$ cat src/rtl/beta_irq_ctrl_if.sv
// Interrupt-controller bus: source levels, masks and ack in; request, id, pending and core reset out.
interface beta_irq_ctrl_if #(
   parameter int unsigned NCH = 4
);
   localparam int unsigned VEC_W = (NCH > 1) ? $clog2(NCH) : 1;

   logic [NCH-1:0]   irq_src;
   logic [NCH-1:0]   irq_mask;
   logic             irq_ack;
   logic             IRQ;
   logic [VEC_W-1:0] irq_id;
   logic [NCH-1:0]   pending;
   logic             cpu_rst;

   // Side that drives sources and acknowledges (platform / processor)
   modport master (
      output irq_src, irq_mask, irq_ack,
      input  IRQ, irq_id, pending, cpu_rst
   );

   // Side implemented by the controller
   modport slave (
      input  irq_src, irq_mask, irq_ack,
      output IRQ, irq_id, pending, cpu_rst
   );
endinterface

$ cat src/rtl/beta_irq_ctrl.sv
// Beta interrupt controller: synchronised edge capture, fixed lowest-index priority,
// single outstanding request with ack, and a stretched reset for the core.
module beta_irq_ctrl #(
   parameter int unsigned NCH      = 4,
   parameter int unsigned RST_HOLD = 2
) (
   input  logic           clk,
   input  logic           RESET,
   beta_irq_ctrl_if.slave bus
);
   localparam int unsigned VEC_W = (NCH > 1) ? $clog2(NCH) : 1;

   typedef enum logic [1:0] {
      S_HOLD = 2'd0,
      S_IDLE = 2'd1,
      S_REQ  = 2'd2
   } state_t;

   state_t           r_state;
   state_t           w_state_nx;
   logic [NCH-1:0]   r_s1;
   logic [NCH-1:0]   r_s2;
   logic [NCH-1:0]   r_prev;
   logic [NCH-1:0]   r_pending;
   logic [7:0]       r_cnt;
   logic             r_irq;
   logic [VEC_W-1:0] r_irq_id;
   logic             r_cpu_rst;

   logic [NCH-1:0]   w_rise;
   logic [NCH-1:0]   w_avail;
   logic [VEC_W-1:0] w_low_id;
   logic [NCH-1:0]   w_set;
   logic [NCH-1:0]   w_clr;
   logic [NCH-1:0]   w_pending_nx;
   logic [7:0]       w_cnt_inc;
   logic [7:0]       w_cnt_nx;
   logic             w_irq_nx;
   logic [VEC_W-1:0] w_irq_id_nx;
   logic             w_cpu_rst_nx;

   assign w_rise    = r_s2 & ~r_prev;
   assign w_avail   = r_pending & bus.irq_mask;
   assign w_cnt_inc = r_cnt + 8'd1;

   // Lowest enabled pending channel wins
   always_comb begin
      w_low_id = '0;
      for (int i = int'(NCH) - 1; i >= 0; i--) begin
         if (w_avail[i]) w_low_id = VEC_W'(i);
      end
   end

   // Next state, next outputs and pending update
   always_comb begin
      w_state_nx   = r_state;
      w_cnt_nx     = r_cnt;
      w_irq_nx     = r_irq;
      w_irq_id_nx  = r_irq_id;
      w_cpu_rst_nx = r_cpu_rst;
      w_set        = w_rise;
      w_clr        = '0;
      case (r_state)
         S_HOLD: begin
            // Edges seen while the core is held in reset are dropped
            w_set        = '0;
            w_irq_nx     = 1'b0;
            w_cpu_rst_nx = 1'b1;
            w_cnt_nx     = w_cnt_inc;
            if (w_cnt_inc == 8'(RST_HOLD)) begin
               w_state_nx   = S_IDLE;
               w_cpu_rst_nx = 1'b0;
            end
         end
         S_IDLE: begin
            if (|w_avail) begin
               w_state_nx  = S_REQ;
               w_irq_nx    = 1'b1;
               w_irq_id_nx = w_low_id;
            end
         end
         S_REQ: begin
            if (bus.irq_ack) begin
               w_state_nx = S_IDLE;
               w_irq_nx   = 1'b0;
               w_clr      = NCH'(1) << r_irq_id;
            end
         end
         default: begin
            w_state_nx   = S_HOLD;
            w_irq_nx     = 1'b0;
            w_cpu_rst_nx = 1'b1;
         end
      endcase
      // A fresh edge on the acknowledged channel overrides its clear
      w_pending_nx = (r_pending & ~w_clr) | w_set;
   end

   // State, synchroniser and registered outputs
   always_ff @(posedge clk or posedge RESET) begin
      if (RESET) begin
         r_state   <= S_HOLD;
         r_s1      <= '0;
         r_s2      <= '0;
         r_prev    <= '0;
         r_pending <= '0;
         r_cnt     <= '0;
         r_irq     <= 1'b0;
         r_irq_id  <= '0;
         r_cpu_rst <= 1'b1;
      end else begin
         r_state   <= w_state_nx;
         r_s1      <= bus.irq_src;
         r_s2      <= r_s1;
         r_prev    <= r_s2;
         r_pending <= w_pending_nx;
         r_cnt     <= w_cnt_nx;
         r_irq     <= w_irq_nx;
         r_irq_id  <= w_irq_id_nx;
         r_cpu_rst <= w_cpu_rst_nx;
      end
   end

   assign bus.IRQ     = r_irq;
   assign bus.irq_id  = r_irq_id;
   assign bus.pending = r_pending;
   assign bus.cpu_rst = r_cpu_rst;
endmodule

$ cat src/flat_wrapper.sv
// flat-port wrapper written by rule: the top's interface ports become plain ports
module beta_irq_ctrl_flat 
#(
   parameter int unsigned NCH      = 4,
   parameter int unsigned RST_HOLD = 2
)
  (clk, RESET, bus_irq_src, bus_irq_mask, bus_irq_ack, bus_IRQ, bus_irq_id, bus_pending, bus_cpu_rst);
  beta_irq_ctrl_if #(.NCH(NCH)) bus_i ();
  input  logic clk;
  input  logic RESET;
  input wire logic [$bits(bus_i.irq_src)-1:0] bus_irq_src;
  input wire logic [$bits(bus_i.irq_mask)-1:0] bus_irq_mask;
  input wire logic [$bits(bus_i.irq_ack)-1:0] bus_irq_ack;
  output wire logic [$bits(bus_i.IRQ)-1:0] bus_IRQ;
  output wire logic [$bits(bus_i.irq_id)-1:0] bus_irq_id;
  output wire logic [$bits(bus_i.pending)-1:0] bus_pending;
  output wire logic [$bits(bus_i.cpu_rst)-1:0] bus_cpu_rst;
  assign bus_i.irq_src = bus_irq_src;
  assign bus_i.irq_mask = bus_irq_mask;
  assign bus_i.irq_ack = bus_irq_ack;
  assign bus_IRQ = bus_i.IRQ;
  assign bus_irq_id = bus_i.irq_id;
  assign bus_pending = bus_i.pending;
  assign bus_cpu_rst = bus_i.cpu_rst;
  beta_irq_ctrl #(.NCH(NCH), .RST_HOLD(RST_HOLD)) u_core (.clk(clk), .RESET(RESET), .bus(bus_i));
endmodule
$ cat config.mk
export PLATFORM = sky130hd
export DESIGN_NAME = beta_irq_ctrl_flat
export DESIGN_NICKNAME = d
export VERILOG_FILES = /design/src/rtl/beta_irq_ctrl_if.sv /design/src/rtl/beta_irq_ctrl.sv /design/src/flat_wrapper.sv
export SDC_FILE = /design/constraint.sdc
export NUM_CORES = 1
export LEC_CHECK = 0
export CORE_MARGIN = 3
export CORE_UTILIZATION = 45
export DETAILED_ROUTE_END_ITERATION = 8
export GPL_ROUTABILITY_DRIVEN = 0
export GPL_TIMING_DRIVEN = 0
export HOLD_SLACK_MARGIN = 0.06
export PLACE_DENSITY = 0.71
export SYNTH_ARGS = -nofsm -noshare
export SYNTH_HDL_FRONTEND = slang
export SYNTH_SLANG_ARGS = --single-unit
$ cat constraint.sdc
create_clock -name clk -period 1.7 [get_ports clk]
set_input_delay 0.255 -clock clk [delete_from_list [all_inputs] [get_ports clk]]
set_output_delay 0.255 -clock clk [all_outputs]
set_load 0.02 [all_outputs]
== Word-level counts from Yosys, hierarchy flattened ==
Index checks and enable logic that the tools add are counted.

* Output and inout bits: 8
* Register bits: 30
* Logic and storage cells: 45

* Reduce and logical (&&, ||, !) cells: 6
* Bitwise operators: 6
* Equal/unequal tests: 6
* $add $sub $neg: 1
* Shifts and indexed selects: 1
* Muxes and demuxes: 16

{| class="wikitable"
|+ Operators with widths
! cell !! count
|-
| $mux 2 || 7
|-
| $and 4x4->4 || 3
|-
| $mux 4 || 3
|-
| $add 8x1->8 const B || 1
|-
| $eq 8x2->1 const B || 1
|-
| $not 4->4 || 2
|-
| $pmux 2 s3 || 1
|-
| $ne 2x1->1 const B || 2
|-
| $or 4x4->4 || 1
|-
| $pmux 1 s2 || 2
|-
| $reduce_and 2->1 || 2
|-
| $reduce_or 4->1 || 1
|-
| $shl 1x2->4 const A || 1
|-
| $mux 1 || 3
|-
| $reduce_and 3->1 || 1
|-
| $eq 2x1->1 const B || 1
|-
| $eq 2x2->1 const B || 1
|-
| $logic_not 2->1 || 1
|-
| $ne 2x2->1 const B || 1
|-
| $reduce_or 2->1 || 1
|}

== Depth between registers and ports, before layout ==
* Depth in word-level cells: 6
* Mapped depth: 7

== Worst setup path before layout ==
Ideal clock, no wire load.

* Kind: reg2reg
* Start point: register u_core.r_cnt[2]
* End point: register u_core.r_state[1]
* Cell stages (with the launch flop): 7
* Data required time: 1.573 ns
* Path slack: -0.057 ns
* Path buffers: 1
* Data arrival time: 1.630 ns
* Cell sequence: dfrtp_1 -> and3_1 -> buf_6 -> a211o_1 -> a2111oi_4 -> a21o_1 -> nand3_1

* Word-level cells in the longest chain between the ends: 4

{| class="wikitable"
|+ RTL lines
! item !! line !! source
|-
| start, declared || beta_irq_ctrl.sv:25 || <nowiki>logic [7:0] r_cnt;</nowiki>
|-
| start signal, assigned || beta_irq_ctrl.sv:117 || <nowiki>r_cnt <= w_cnt_nx;</nowiki>
|-
| $add 8x1->8 || beta_irq_ctrl.sv:44 || <nowiki>assign w_cnt_inc = r_cnt + 8'd1;</nowiki>
|-
| $eq 8x2->1 || beta_irq_ctrl.sv:70 || <nowiki>if (w_cnt_inc == 8'(RST_HOLD)) begin</nowiki>
|-
| $ne 2x1->1 (no line) || -- ||
|-
| $reduce_and 3->1 (no line) || -- ||
|-
| end signal, assigned || beta_irq_ctrl.sv:112 || <nowiki>r_state <= w_state_nx;</nowiki>
|-
| end, declared || beta_irq_ctrl.sv:19 || <nowiki>state_t r_state;</nowiki>
|}

Every way passes these cells.
A chain may end at the register's enable or synchronous reset.

== Worst setup path after layout ==
Same ends and word-level chain as after synthesis.

==> results_dict.tcl <==
set metrics [dict create \
    clk_pin_slew_ns 0.10 \
    syn_area_sq_um 1320 \
    clock_skew_ns 0.00768 \
    period_share_pct 99.8 \
    status "complete, no violations" \
    crit_chain "and3_4, a211o_1, a2111oi_4, a21o_1, nand3_1" \
    cts_root_buf "clkbuf_4" \
    min_from "bus_irq_src[0]" \
    synthSimpleGateAreaFrac_pct 13.2 \
    cts_tree "built" \
    dpl_cell_area_sq_um 1540 \
    timing.hold.ws_ns 0.345 \
    diodes 0 \
    drtIter0Drc 41 \
    use_met1_pct 19.0 \
    yosys.area_share.xor_xnor_pct 6.62 \
    areaGrowthSynthToFinish_pct 30.4 \
    power_density_nw_per_um2 1820 \
    yosys_warnings 0 \
    slowest_delay_ns 0.40 \
    yosysUniqueCellTypes 31 \
    layout_commonest_cell "dfrtp_1" \
    htree_num_levels 2 \
    syn_avg_cell_area_sq_um 11.6 \
    place_ws_ns -0.288 \
    placed_cells 163 \
    p_leak_nw 0.742 \
    worst_pin_slew_ns 1.09 \
    slew_headroom_pct 27.1 \
    slowest_stage "dfrtp_1" \
    cts_buffer_depth 2 \
    holdPathStages 1 \
    maxCapViolCount 0 \
    post-dp-hpwl_mm 1.76 \
    min_path_type "input port to register" \
    via_count 949 \
    synth-compound-area-share_pct 14.1 \
    layout_setup_ws_ns 0.00295 \
    min_period_ns 1.70 \
    reg2reg_depth 5 \
    nets 158 \
    rows 19 \
    rrSetupSlack_ns 0.003 \
    busiest_layer "met2" \
    finalPower_mw 3.13 \
    muxShareOfSynthArea_pct 0.757 \
    use_met2_pct 27.3 \
    clock.fmax_mhz 589 \
    wl_per_cell_um 14.8 \
    core-area_sq_um 2780 \
    ys_seq_elements 30 \
    ys_seq_area_share_pct 56.9 \
    die_y_um 60.2 \
    fin_tns_setup_ns 0 \
    die_w_um 60.2 \
    grt_pass1_wl_mm 4.41 \
    startpoint_type "register" \
    final_util_pct 62.0 \
    finalHoldViolCount 0 \
    end_kind "register" \
    layout-drive-gt1-share_pct 16.8 \
    endpoint "u_core.r_state[1]" \
    rsz0062_at_grt "true" \
    synthCells 114 \
    cts-hold-fix-buffers 0 \
    drt_first_pass_iters 4 \
    finalMaxSlewViolations 0 \
    critPathMaxFanout 7 \
    grt_antenna_before_repair 0 \
    clock_latency_ns 0.34 \
    setup_viol 0 \
    clock-sinks 30 \
    port_buffers 18 \
    grt_pass1_vias 1008 \
    dieArea_sq_um 3630 \
    grt_max_degree 31 \
    post-route-cell-area_sq_um 1720 \
    critPathArrivalTime_ns 1.92 \
    synth_top_family_by_area "compound AO/OA/AOI/OAI gates" \
    global_route.usage.met3_pct 8.64 \
    startpoint "u_core.r_cnt[2]" \
    synthAdderAreaFrac_pct 4.73 \
    timing.rr.start "u_core.r_cnt[2]" \
    crit_required_ns 1.92 \
    cts_buffers 5 \
    path_class "register to register" \
    rr_endpoint "u_core.r_state[1]" \
    start_util_pct 47.5 \
    drcViolationCount 0 \
    syn-num-nets 130 \
    io_pins 19 \
    ir_drop_uv 1170 \
    final_cell_mix "dfrtp_1 (25), clkdlybuf4s50_1 (15), inv_1 (9), xnor2_1 (8), nand2_1 (8)" \
    routed_wl_mm 2.57 \
    overflow 0 \
    viasPerCell 5.45 \
    drtAntennaViolNets 0 \
    final_cells 174 \
    gr-usage-all-layers_pct 17.5 \
]
critical path, delay by kind of cell (launching register included):
family	cells	cell delay, ns
AOI/OAI and AO/OA	3	0.89
DFF	1	0.40
and+or+nand+nor	2	0.28
final cells by class:
class / count / area [sq um]
multi-input combinational: 73 / 564
tap: 31 / 38.8
inverter: 9 / 33.8
clock buffer: 6 / 51.3
sequential: 30 / 757
buffer: 1 / 5.00
clock inverter: 2 / 60.1
timing repair buffer: 22 / 214
fill: 232 / 1060
registers in the layout, indices dropped and copies added (netlist names):
signal and flops:
u_core.bus.cpu_rst 1, u_core.r_prev 4, u_core.bus.irq_id 2, u_core.bus.IRQ 1
u_core.r_state 2, u_core.r_s2 4, u_core.r_s1 4, u_core.bus.pending 4
u_core.r_cnt 8
timing repair:
item / CTS / global route
pin swaps: 7 / 0
endpoints found under the setup margin: 5 / 5
setup buffers: 4 / 0
cloned: 0 / 0
gates resized for setup: 11 / 5
where the power goes:
| group | switching [mW] | internal [mW] |
|---|---|---|
| clock | 0.265 | 0.498 |
| combinational | 0.673 | 0.598 |
| sequential | 0.185 | 0.915 |
synthesized netlist by cell type:
master,instances,area (sq um)
dfrtp_1,29,726
inv_1,9,33.8
nand2_1,8,30.0
xnor2_1,8,70.1
o21ai_0,7,35.0
nand2b_1,6,37.5
ha_1,5,62.6
nand3_1,4,20.0
nand4_1,4,25.0
nor2_1,3,11.3
nor3_1,3,15.0
o31ai_1,3,22.5
a211oi_1,2,15.0
a21o_1,2,15.0
a21oi_1,2,10.0
a22o_1,2,17.5
and3_1,2,12.5
xor2_1,2,17.5
a2111oi_4,1,27.5
a211o_1,1,8.76
a2bb2oi_1,1,8.76
a311oi_1,1,8.76
a32oi_1,1,8.76
a41oi_1,1,8.76
and2_1,1,6.26
buf_1,1,3.75
buf_6,1,11.3
dfstp_2,1,26.3
mux2i_1,1,10.0
nand3b_1,1,7.51
nor4bb_1,1,10.0
cells by family after synthesis:
| family | count (synthesis) |
|---|---|
| multiplexers | 1 |
| flip-flops | 30 |
| XOR/XNOR | 10 |
| buffers and inverters | 11 |
| AND/OR/NAND/NOR | 33 |
| adder cells (fa/ha/maj) | 5 |
| AO/OA/AOI/OAI | 24 |
worst min-delay path by stage:
stage	to
2_1_floorplan	u_core.r_s1[0]
3_3_place_gp	u_core.r_s2[3]
3_5_place_dp	u_core.r_s2[0]
4_1_cts	u_core.r_s1[0]
5_1_grt	u_core.r_s1[0]
6_report	u_core.r_s1[0]
per-layer routing:
metal / routed length, um / vias to the layer above
li1: - / 457
met1: 1100 / 458
met2: 1270 / 25
met3: 128 / 9
met4: 77 / 0
met5: 0 / -
Note: power is estimated with default switching activity, not from simulation.
